## src/rtl/enc_byte_serializer_pkg.sv

```systemverilog
// Shared widths, encryptor latency and serializer state type for the
// encryptor-output byte serializer.
package enc_pkg;
  localparam int WORD_W         = 32;
  localparam int BYTE_W         = 8;
  localparam int BYTES_PER_WORD = 4;
  localparam int ENC_LATENCY    = 13;
  localparam int IDX_W          = $clog2(BYTES_PER_WORD);

  typedef enum logic {
    IDLE = 1'b0,
    SEND = 1'b1
  } ser_state_e;
endpackage

```

## src/rtl/enc_byte_serializer_if.sv

```systemverilog
// Word-in / byte-out signal bundle between the encryptor side, the serializer
// and the byte sink.
interface enc_byte_serializer_if #(
  parameter int DEPTH = 8
) ();
  import enc_pkg::*;
  localparam int FILL_W = $clog2(DEPTH) + 1;

  logic              WORD_VALID;
  logic [WORD_W-1:0] ENC_D;
  logic [BYTE_W-1:0] BYTE_OUT;
  logic              BYTE_VALID;
  logic              BYTE_READY;
  logic              OVERFLOW;
  logic [FILL_W-1:0] FILL;

  modport master (
    output WORD_VALID, ENC_D, BYTE_READY,
    input  BYTE_OUT, BYTE_VALID, OVERFLOW, FILL
  );

  modport slave (
    input  WORD_VALID, ENC_D, BYTE_READY,
    output BYTE_OUT, BYTE_VALID, OVERFLOW, FILL
  );
endinterface

```

## src/rtl/enc_byte_serializer_fifo.sv

```systemverilog
// Synchronous word FIFO; head word is presented continuously and the pop
// edge advances the read pointer so the consumer's register captures it.
module enc_word_fifo
  import enc_pkg::*;
#(
  parameter  int DEPTH = 8,
  localparam int AW    = $clog2(DEPTH)
) (
  input  logic              clk_i,
  input  logic              rst_i,
  input  logic              push_i,
  input  logic [WORD_W-1:0] wr_data_i,
  input  logic              pop_i,
  output logic [WORD_W-1:0] rd_data_o,
  output logic              full_o,
  output logic              empty_o,
  output logic [AW:0]       count_o
);
  logic [WORD_W-1:0] mem_q [DEPTH];
  logic [AW-1:0]     wr_ptr_q, wr_ptr_d;
  logic [AW-1:0]     rd_ptr_q, rd_ptr_d;
  logic [AW:0]       count_q, count_d;
  logic              push_ok, pop_ok;

  assign full_o    = (count_q == (AW+1)'(DEPTH));
  assign empty_o   = (count_q == '0);
  assign count_o   = count_q;
  assign rd_data_o = mem_q[rd_ptr_q];

  // A push into a full FIFO is legal only when the head leaves on the same edge.
  assign pop_ok  = pop_i && !empty_o;
  assign push_ok = push_i && (!full_o || pop_ok);

  always_comb begin
    wr_ptr_d = wr_ptr_q;
    rd_ptr_d = rd_ptr_q;
    count_d  = count_q;
    if (push_ok) wr_ptr_d = wr_ptr_q + AW'(1);
    if (pop_ok)  rd_ptr_d = rd_ptr_q + AW'(1);
    if (push_ok && !pop_ok)      count_d = count_q + (AW+1)'(1);
    else if (pop_ok && !push_ok) count_d = count_q - (AW+1)'(1);
  end

  always_ff @(posedge clk_i) begin
    if (rst_i) begin
      wr_ptr_q <= '0;
      rd_ptr_q <= '0;
      count_q  <= '0;
    end else begin
      wr_ptr_q <= wr_ptr_d;
      rd_ptr_q <= rd_ptr_d;
      count_q  <= count_d;
    end
  end

  always_ff @(posedge clk_i) begin
    if (push_ok) mem_q[wr_ptr_q] <= wr_data_i;
  end
endmodule

```

## src/rtl/enc_byte_serializer.sv

```systemverilog
// Tracks valid encryptor outputs with a latency-matched delay line, queues
// them, and streams each word MSB byte first over a ready/valid byte port.
module enc_byte_serializer
  import enc_pkg::*;
#(
  parameter  int LATENCY = ENC_LATENCY,
  parameter  int DEPTH   = 8,
  localparam int AW      = $clog2(DEPTH)
) (
  input logic                 CLK,
  input logic                 RST,
  enc_byte_serializer_if.slave bus
);
  logic [LATENCY-1:0] vld_dly_q, vld_dly_d;
  logic               tap;

  ser_state_e         state_q, state_d;
  logic [WORD_W-1:0]  shift_q, shift_d;
  logic [IDX_W-1:0]   idx_q, idx_d;
  logic               ovf_q, ovf_d;

  logic               push, pop;
  logic [WORD_W-1:0]  fifo_head;
  logic               fifo_full, fifo_empty;
  logic [AW:0]        fifo_count;

  // Encryptor carries no valid flag, so its result is qualified by this tap.
  assign vld_dly_d = {vld_dly_q[LATENCY-2:0], bus.WORD_VALID};
  assign tap       = vld_dly_q[LATENCY-1];

  assign push  = tap && (!fifo_full || pop);
  assign ovf_d = ovf_q || (tap && fifo_full && !pop);

  enc_word_fifo #(.DEPTH(DEPTH)) u_fifo (
    .clk_i     (CLK),
    .rst_i     (RST),
    .push_i    (push),
    .wr_data_i (bus.ENC_D),
    .pop_i     (pop),
    .rd_data_o (fifo_head),
    .full_o    (fifo_full),
    .empty_o   (fifo_empty),
    .count_o   (fifo_count)
  );

  always_ff @(posedge CLK) begin
    if (RST) begin
      state_q   <= IDLE;
      idx_q     <= '0;
      vld_dly_q <= '0;
      ovf_q     <= 1'b0;
    end else begin
      state_q   <= state_d;
      idx_q     <= idx_d;
      vld_dly_q <= vld_dly_d;
      ovf_q     <= ovf_d;
    end
  end

  always_ff @(posedge CLK) begin
    shift_q <= shift_d;
  end

  always_comb begin
    state_d = state_q;
    shift_d = shift_q;
    idx_d   = idx_q;
    pop     = 1'b0;
    unique case (state_q)
      IDLE: begin
        if (!fifo_empty) begin
          pop     = 1'b1;
          shift_d = fifo_head;
          idx_d   = '0;
          state_d = SEND;
        end
      end
      SEND: begin
        if (bus.BYTE_READY) begin
          if (idx_q != IDX_W'(BYTES_PER_WORD - 1)) begin
            shift_d = {shift_q[WORD_W-BYTE_W-1:0], {BYTE_W{1'b0}}};
            idx_d   = idx_q + IDX_W'(1);
          end else if (!fifo_empty) begin
            // Reload on the last byte so consecutive words stream without a bubble.
            pop     = 1'b1;
            shift_d = fifo_head;
            idx_d   = '0;
          end else begin
            state_d = IDLE;
          end
        end
      end
      default: state_d = IDLE;
    endcase
  end

  always_comb begin
    bus.BYTE_VALID = (state_q == SEND);
    bus.BYTE_OUT   = (state_q == SEND) ? shift_q[WORD_W-1 -: BYTE_W] : '0;
    bus.OVERFLOW   = ovf_q;
    bus.FILL       = fifo_count;
  end
endmodule

```

## src/flat_wrapper.sv

```systemverilog
// flat-port wrapper written by rule: the top's interface ports become plain ports
module enc_byte_serializer_flat import enc_pkg::*;
#(
  parameter  int LATENCY = ENC_LATENCY,
  parameter  int DEPTH   = 8,
  localparam int AW      = $clog2(DEPTH)
)
  (CLK, RST, bus_WORD_VALID, bus_ENC_D, bus_BYTE_READY, bus_BYTE_OUT, bus_BYTE_VALID, bus_OVERFLOW, bus_FILL);
  enc_byte_serializer_if #(.DEPTH(DEPTH)) bus_i ();
  input logic CLK;
  input logic RST;
  input wire logic [$bits(bus_i.WORD_VALID)-1:0] bus_WORD_VALID;
  input wire logic [$bits(bus_i.ENC_D)-1:0] bus_ENC_D;
  input wire logic [$bits(bus_i.BYTE_READY)-1:0] bus_BYTE_READY;
  output wire logic [$bits(bus_i.BYTE_OUT)-1:0] bus_BYTE_OUT;
  output wire logic [$bits(bus_i.BYTE_VALID)-1:0] bus_BYTE_VALID;
  output wire logic [$bits(bus_i.OVERFLOW)-1:0] bus_OVERFLOW;
  output wire logic [$bits(bus_i.FILL)-1:0] bus_FILL;
  assign bus_i.WORD_VALID = bus_WORD_VALID;
  assign bus_i.ENC_D = bus_ENC_D;
  assign bus_i.BYTE_READY = bus_BYTE_READY;
  assign bus_BYTE_OUT = bus_i.BYTE_OUT;
  assign bus_BYTE_VALID = bus_i.BYTE_VALID;
  assign bus_OVERFLOW = bus_i.OVERFLOW;
  assign bus_FILL = bus_i.FILL;
  enc_byte_serializer #(.LATENCY(LATENCY), .DEPTH(DEPTH)) u_core (.CLK(CLK), .RST(RST), .bus(bus_i));
endmodule
```

## config.mk

```make
export PLATFORM = sky130hd
export DESIGN_NAME = enc_byte_serializer_flat
export DESIGN_NICKNAME = d
export VERILOG_FILES = /design/src/rtl/enc_byte_serializer_pkg.sv /design/src/rtl/enc_byte_serializer_if.sv /design/src/rtl/enc_byte_serializer_fifo.sv /design/src/rtl/enc_byte_serializer.sv /design/src/flat_wrapper.sv
export SDC_FILE = /design/constraint.sdc
export NUM_CORES = 1
export LEC_CHECK = 0
export CORE_UTILIZATION = 50
export CTS_BUF_LIST = sky130_fd_sc_hd__clkbuf_4
export DETAILED_ROUTE_END_ITERATION = 6
export PLACE_DENSITY = 0.66
export SLEW_MARGIN = 5
export SYNTH_ARGS = -nofsm -noshare
export SYNTH_HDL_FRONTEND = slang
export SYNTH_SLANG_ARGS = --single-unit
```

## constraint.sdc

```tcl
create_clock -name CLK -period 16.15 [get_ports CLK]
set_clock_uncertainty 0.15 [all_clocks]
set_input_delay 3.23 -clock CLK [delete_from_list [all_inputs] [get_ports CLK]]
set_output_delay 3.23 -clock CLK [all_outputs]
set_load 0.01 [all_outputs]
```

==> impl_metrics.py <==
metrics = {
    "outcome": {
        "outcome": "finished, final reports clean",
    },
    "power": {
        "power_mw": 2.171,
        "peakVddDrop_mv": 0.1022,
        "powerDensity_nw_per_um2": 152.8,
        "p_leak_nw": 4.610,
    },
    "placed_design": {
        "gp_congestion": 0.7607,
        "dp_slack_ps": 9670,
        "hpwl_um": 13050,
        "io_buffers": 49,
    },
    "grt": {
        "grt_pass1_wl_um": 36560,
        "antenna_found_initial": 0,
        "grt-ovfl-total": 0,
        "track_usage": 0.2002,
        "grt_max_degree": 51,
        "first_global_vias": 6754,
    },
    "clock_network": {
        "cts_sinks": 318,
        "ctsResizeCount": 0,
        "clkLatencyLatePin_ps": 680,
        "cts_setup_buffers": 0,
        "cts_made_buffers": 80,
        "clk_path_buf_depth": 3,
        "cts-root-buf": "clkbuf_4",
        "clk_pin_slew_worst_paths_ps": 60,
        "cts_tree": "yes",
        "ctsHoldBuffers": 0,
        "h-tree-depth": 3,
    },
    "drt": {
        "postRouteAntennaNets": 0,
        "vias": 6250,
        "first_pass_iters": 5,
        "via_per_inst": 5.600,
        "wl_per_cell_um": 20.86,
        "drc": 0,
        "first_iter_violations": 407,
        "wl_um": 23280,
    },
    "critical_path": {
        "cpPeakStageDelay_ps": 500,
        "r2r-end": "u_core.u_fifo.count_o[3]",
        "path_max_fanout": 6,
        "r2r_cells": 11,
        "start_kind": "primary input",
        "regToRegSetupSlack_ps": 12710,
        "end_kind": "flop",
        "path_cells": "clkdlybuf4s50_1 > a21boi_0 > nand3_1 > nand2_1 > inv_1 > ha_1 > inv_1 > ha_1 > a21oi_1 > a211oi_1 > a31oi_1 > mux2_2",
        "crit_required_ps": 16560,
        "crit_arrival_ps": 6290,
        "slowest_stage": "a21boi_0",
        "crit_type": "primary input to flop",
        "r2r_start": "u_core.bus.BYTE_VALID",
    },
    "flow_run": {
        "drv_cap": 0,
    },
    "worst_hold_path": {
        "min_path_type": "flop to flop",
        "holdCritStartpoint": "u_core.vld_dly_q[0]",
        "whs_path_depth": 1,
        "holdPathEnd": "u_core.vld_dly_q[1]",
    },
    "synth": {
        "yosysUniqueCellTypes": 36,
        "yosysWarnings": 0,
        "netlist_instances": 641,
        "syn_nets": 684,
        "ys_ff_latch": 318,
        "syn_area_per_cell_um2": 19.15,
        "syn-cell-area_um2": 12270,
        "seq_area_frac_synth": 0.7535,
    },
    "die": {
        "ios": 50,
        "coreArea_um2": 23750,
        "fp.dieH_um": 158.7,
        "fp-row-count": 56,
        "die_x_um": 158.7,
        "design.die.area_um2": 25180,
        "start_util": 0.5168,
    },
    "finish": {
        "mostFrequentLayoutCell": "edfxtp_1",
        "drive_gt1_frac": 0.3036,
        "num-nets-final": 793,
        "final_cell_mix": "288 x edfxtp_1, 122 x clkbuf_4, 64 x mux4_2",
        "n_antenna_cell": 0,
        "syn2layout_area_growth_pct": 15.76,
    },
    "timing": {
        "period_share": 0.3639,
        "finalWorstSetupSlack_ps": 10270,
        "setup_viol": 0,
        "hold_viol_final": 0,
        "period_needed_ps": 5877,
        "worst_pin_slew_ps": 1182,
        "tns_ps": 0,
        "drv_slew": 0,
        "rsz0062_at_grt": "no",
        "fmax_mhz": 170.2,
        "slew_headroom": 0.2104,
    },
}
[flip-flops by register name, indices dropped and copies added (netlist names), named ones only]
name	count
u_core.u_fifo.wr_ptr_q	3
u_core.u_fifo.mem_q	256
u_core.shift_q	32
u_core.u_fifo.rd_ptr_q	3
u_core.bus.OVERFLOW	1
u_core.bus.BYTE_VALID	1
u_core.vld_dly_q	13
u_core.u_fifo.count_o	4
u_core.idx_q	2
[stage by stage]
| step | instances | cell area (um^2) | utilization | hold WS, ps |
|---|---|---|---|---|
| 2_1_floorplan | 641 | 12270 | - | 263.8 |
| 3_3_place_gp | 987 | 13160 | 0.5541 | 272.3 |
| 3_5_place_dp | 987 | 13160 | 0.5541 | 282.9 |
| 4_1_cts | 1116 | 14210 | 0.5982 | 297.1 |
| 5_1_grt | 1116 | 14210 | 0.5982 | 309.8 |
| 6_report | 1116 | 14210 | 0.5982 | 287.3 |
[where the power goes]
group          internal [mW]  leakage (nW)  switching, mW
logic                  0.206          1.10          0.226
clock network          0.402         0.628          0.295
registers              0.977          2.88         0.0652
total                   1.59          4.61          0.586
[how the worst max path moves through the flow]
stage                         startpoint                         to  slack (ps)  cells after the start
after floorplan           bus_BYTE_READY  u_core.u_fifo.mem_q[0][0]        8830                      4
after detailed placement  bus_BYTE_READY   u_core.u_fifo.count_o[3]        9670                     12
after CTS                 bus_BYTE_READY   u_core.u_fifo.count_o[3]       10390                     12
after global placement    bus_BYTE_READY   u_core.u_fifo.count_o[3]        9760                     12
after global routing      bus_BYTE_READY   u_core.u_fifo.count_o[3]       10120                     12
final                     bus_BYTE_READY   u_core.u_fifo.count_o[3]       10270                     12
[layout make-up]
type,instances,area [um^2]
well taps,319,399.1
clock buffers,122,915.9
flip-flops and latches,318,9254
repair buffers,63,595.6
clock inverters,7,131.4
fillers,1745,9544
multi-input cells,282,2894
inverters,5,18.77
[kinds of logic (layout without fill, tap and decap cells)]
group / after synthesis / in the layout / synth area share
AND/OR/NAND/NOR: 123 / 123 / 0.04567
buffers and inverters: 41 / 197 / 0.01580
multiplexers: 68 / 68 / 0.1208
adder cells (fa/ha/maj): 7 / 7 / 0.007747
AO/OA/AOI/OAI: 78 / 78 / 0.05219
XOR/XNOR: 6 / 6 / 0.004281
flip-flops: 318 / 318 / 0.7535
[per-layer routing]
metal  track usage  up-vias  wire length (um)
li1              -     2846                 -
met2        0.3315      185             11930
met5             0        -                 0
met1        0.2561     3177              9826
met3       0.04763       42              1063
met4       0.07875        0               459
[Yosys cell counts (all sizes together)]
cell type | n | area (um^2)
xnor2 | 4 | 35.03
fa | 1 | 20.02
ha | 6 | 75.07
and2 | 9 | 56.30
xor2 | 2 | 17.52
nor2 | 51 | 191.4
mux2i | 3 | 30.03
mux2 | 1 | 11.26
a21bo | 1 | 10.01
a221oi | 24 | 335.3
inv | 5 | 18.77
a31oi | 2 | 12.51
nor2b | 15 | 93.84
nand2b | 6 | 37.54
nor4 | 2 | 12.51
o22ai | 9 | 56.30
buf | 18 | 107.6
a21oi | 4 | 20.02
nor3 | 6 | 30.03
dfxtp | 30 | 600.6
a211oi | 1 | 7.510
a21boi | 1 | 7.510
nand2 | 30 | 112.6
or4 | 1 | 11.26
nand3 | 3 | 15.01
o21ai | 33 | 165.2
a32oi | 2 | 17.52
a41oi | 1 | 8.760
edfxtp | 288 | 8648
clkbuf | 18 | 67.56
mux4 | 64 | 1441
[worst max-delay path: cells and delay by family]
family / cells / cell delay (ps)
compound gates: 4 / 1000
fa+ha+maj: 2 / 530
buf+inv: 3 / 780
mux: 1 / 350
simple gates: 2 / 390
Power figures use the tool's default switching activity.
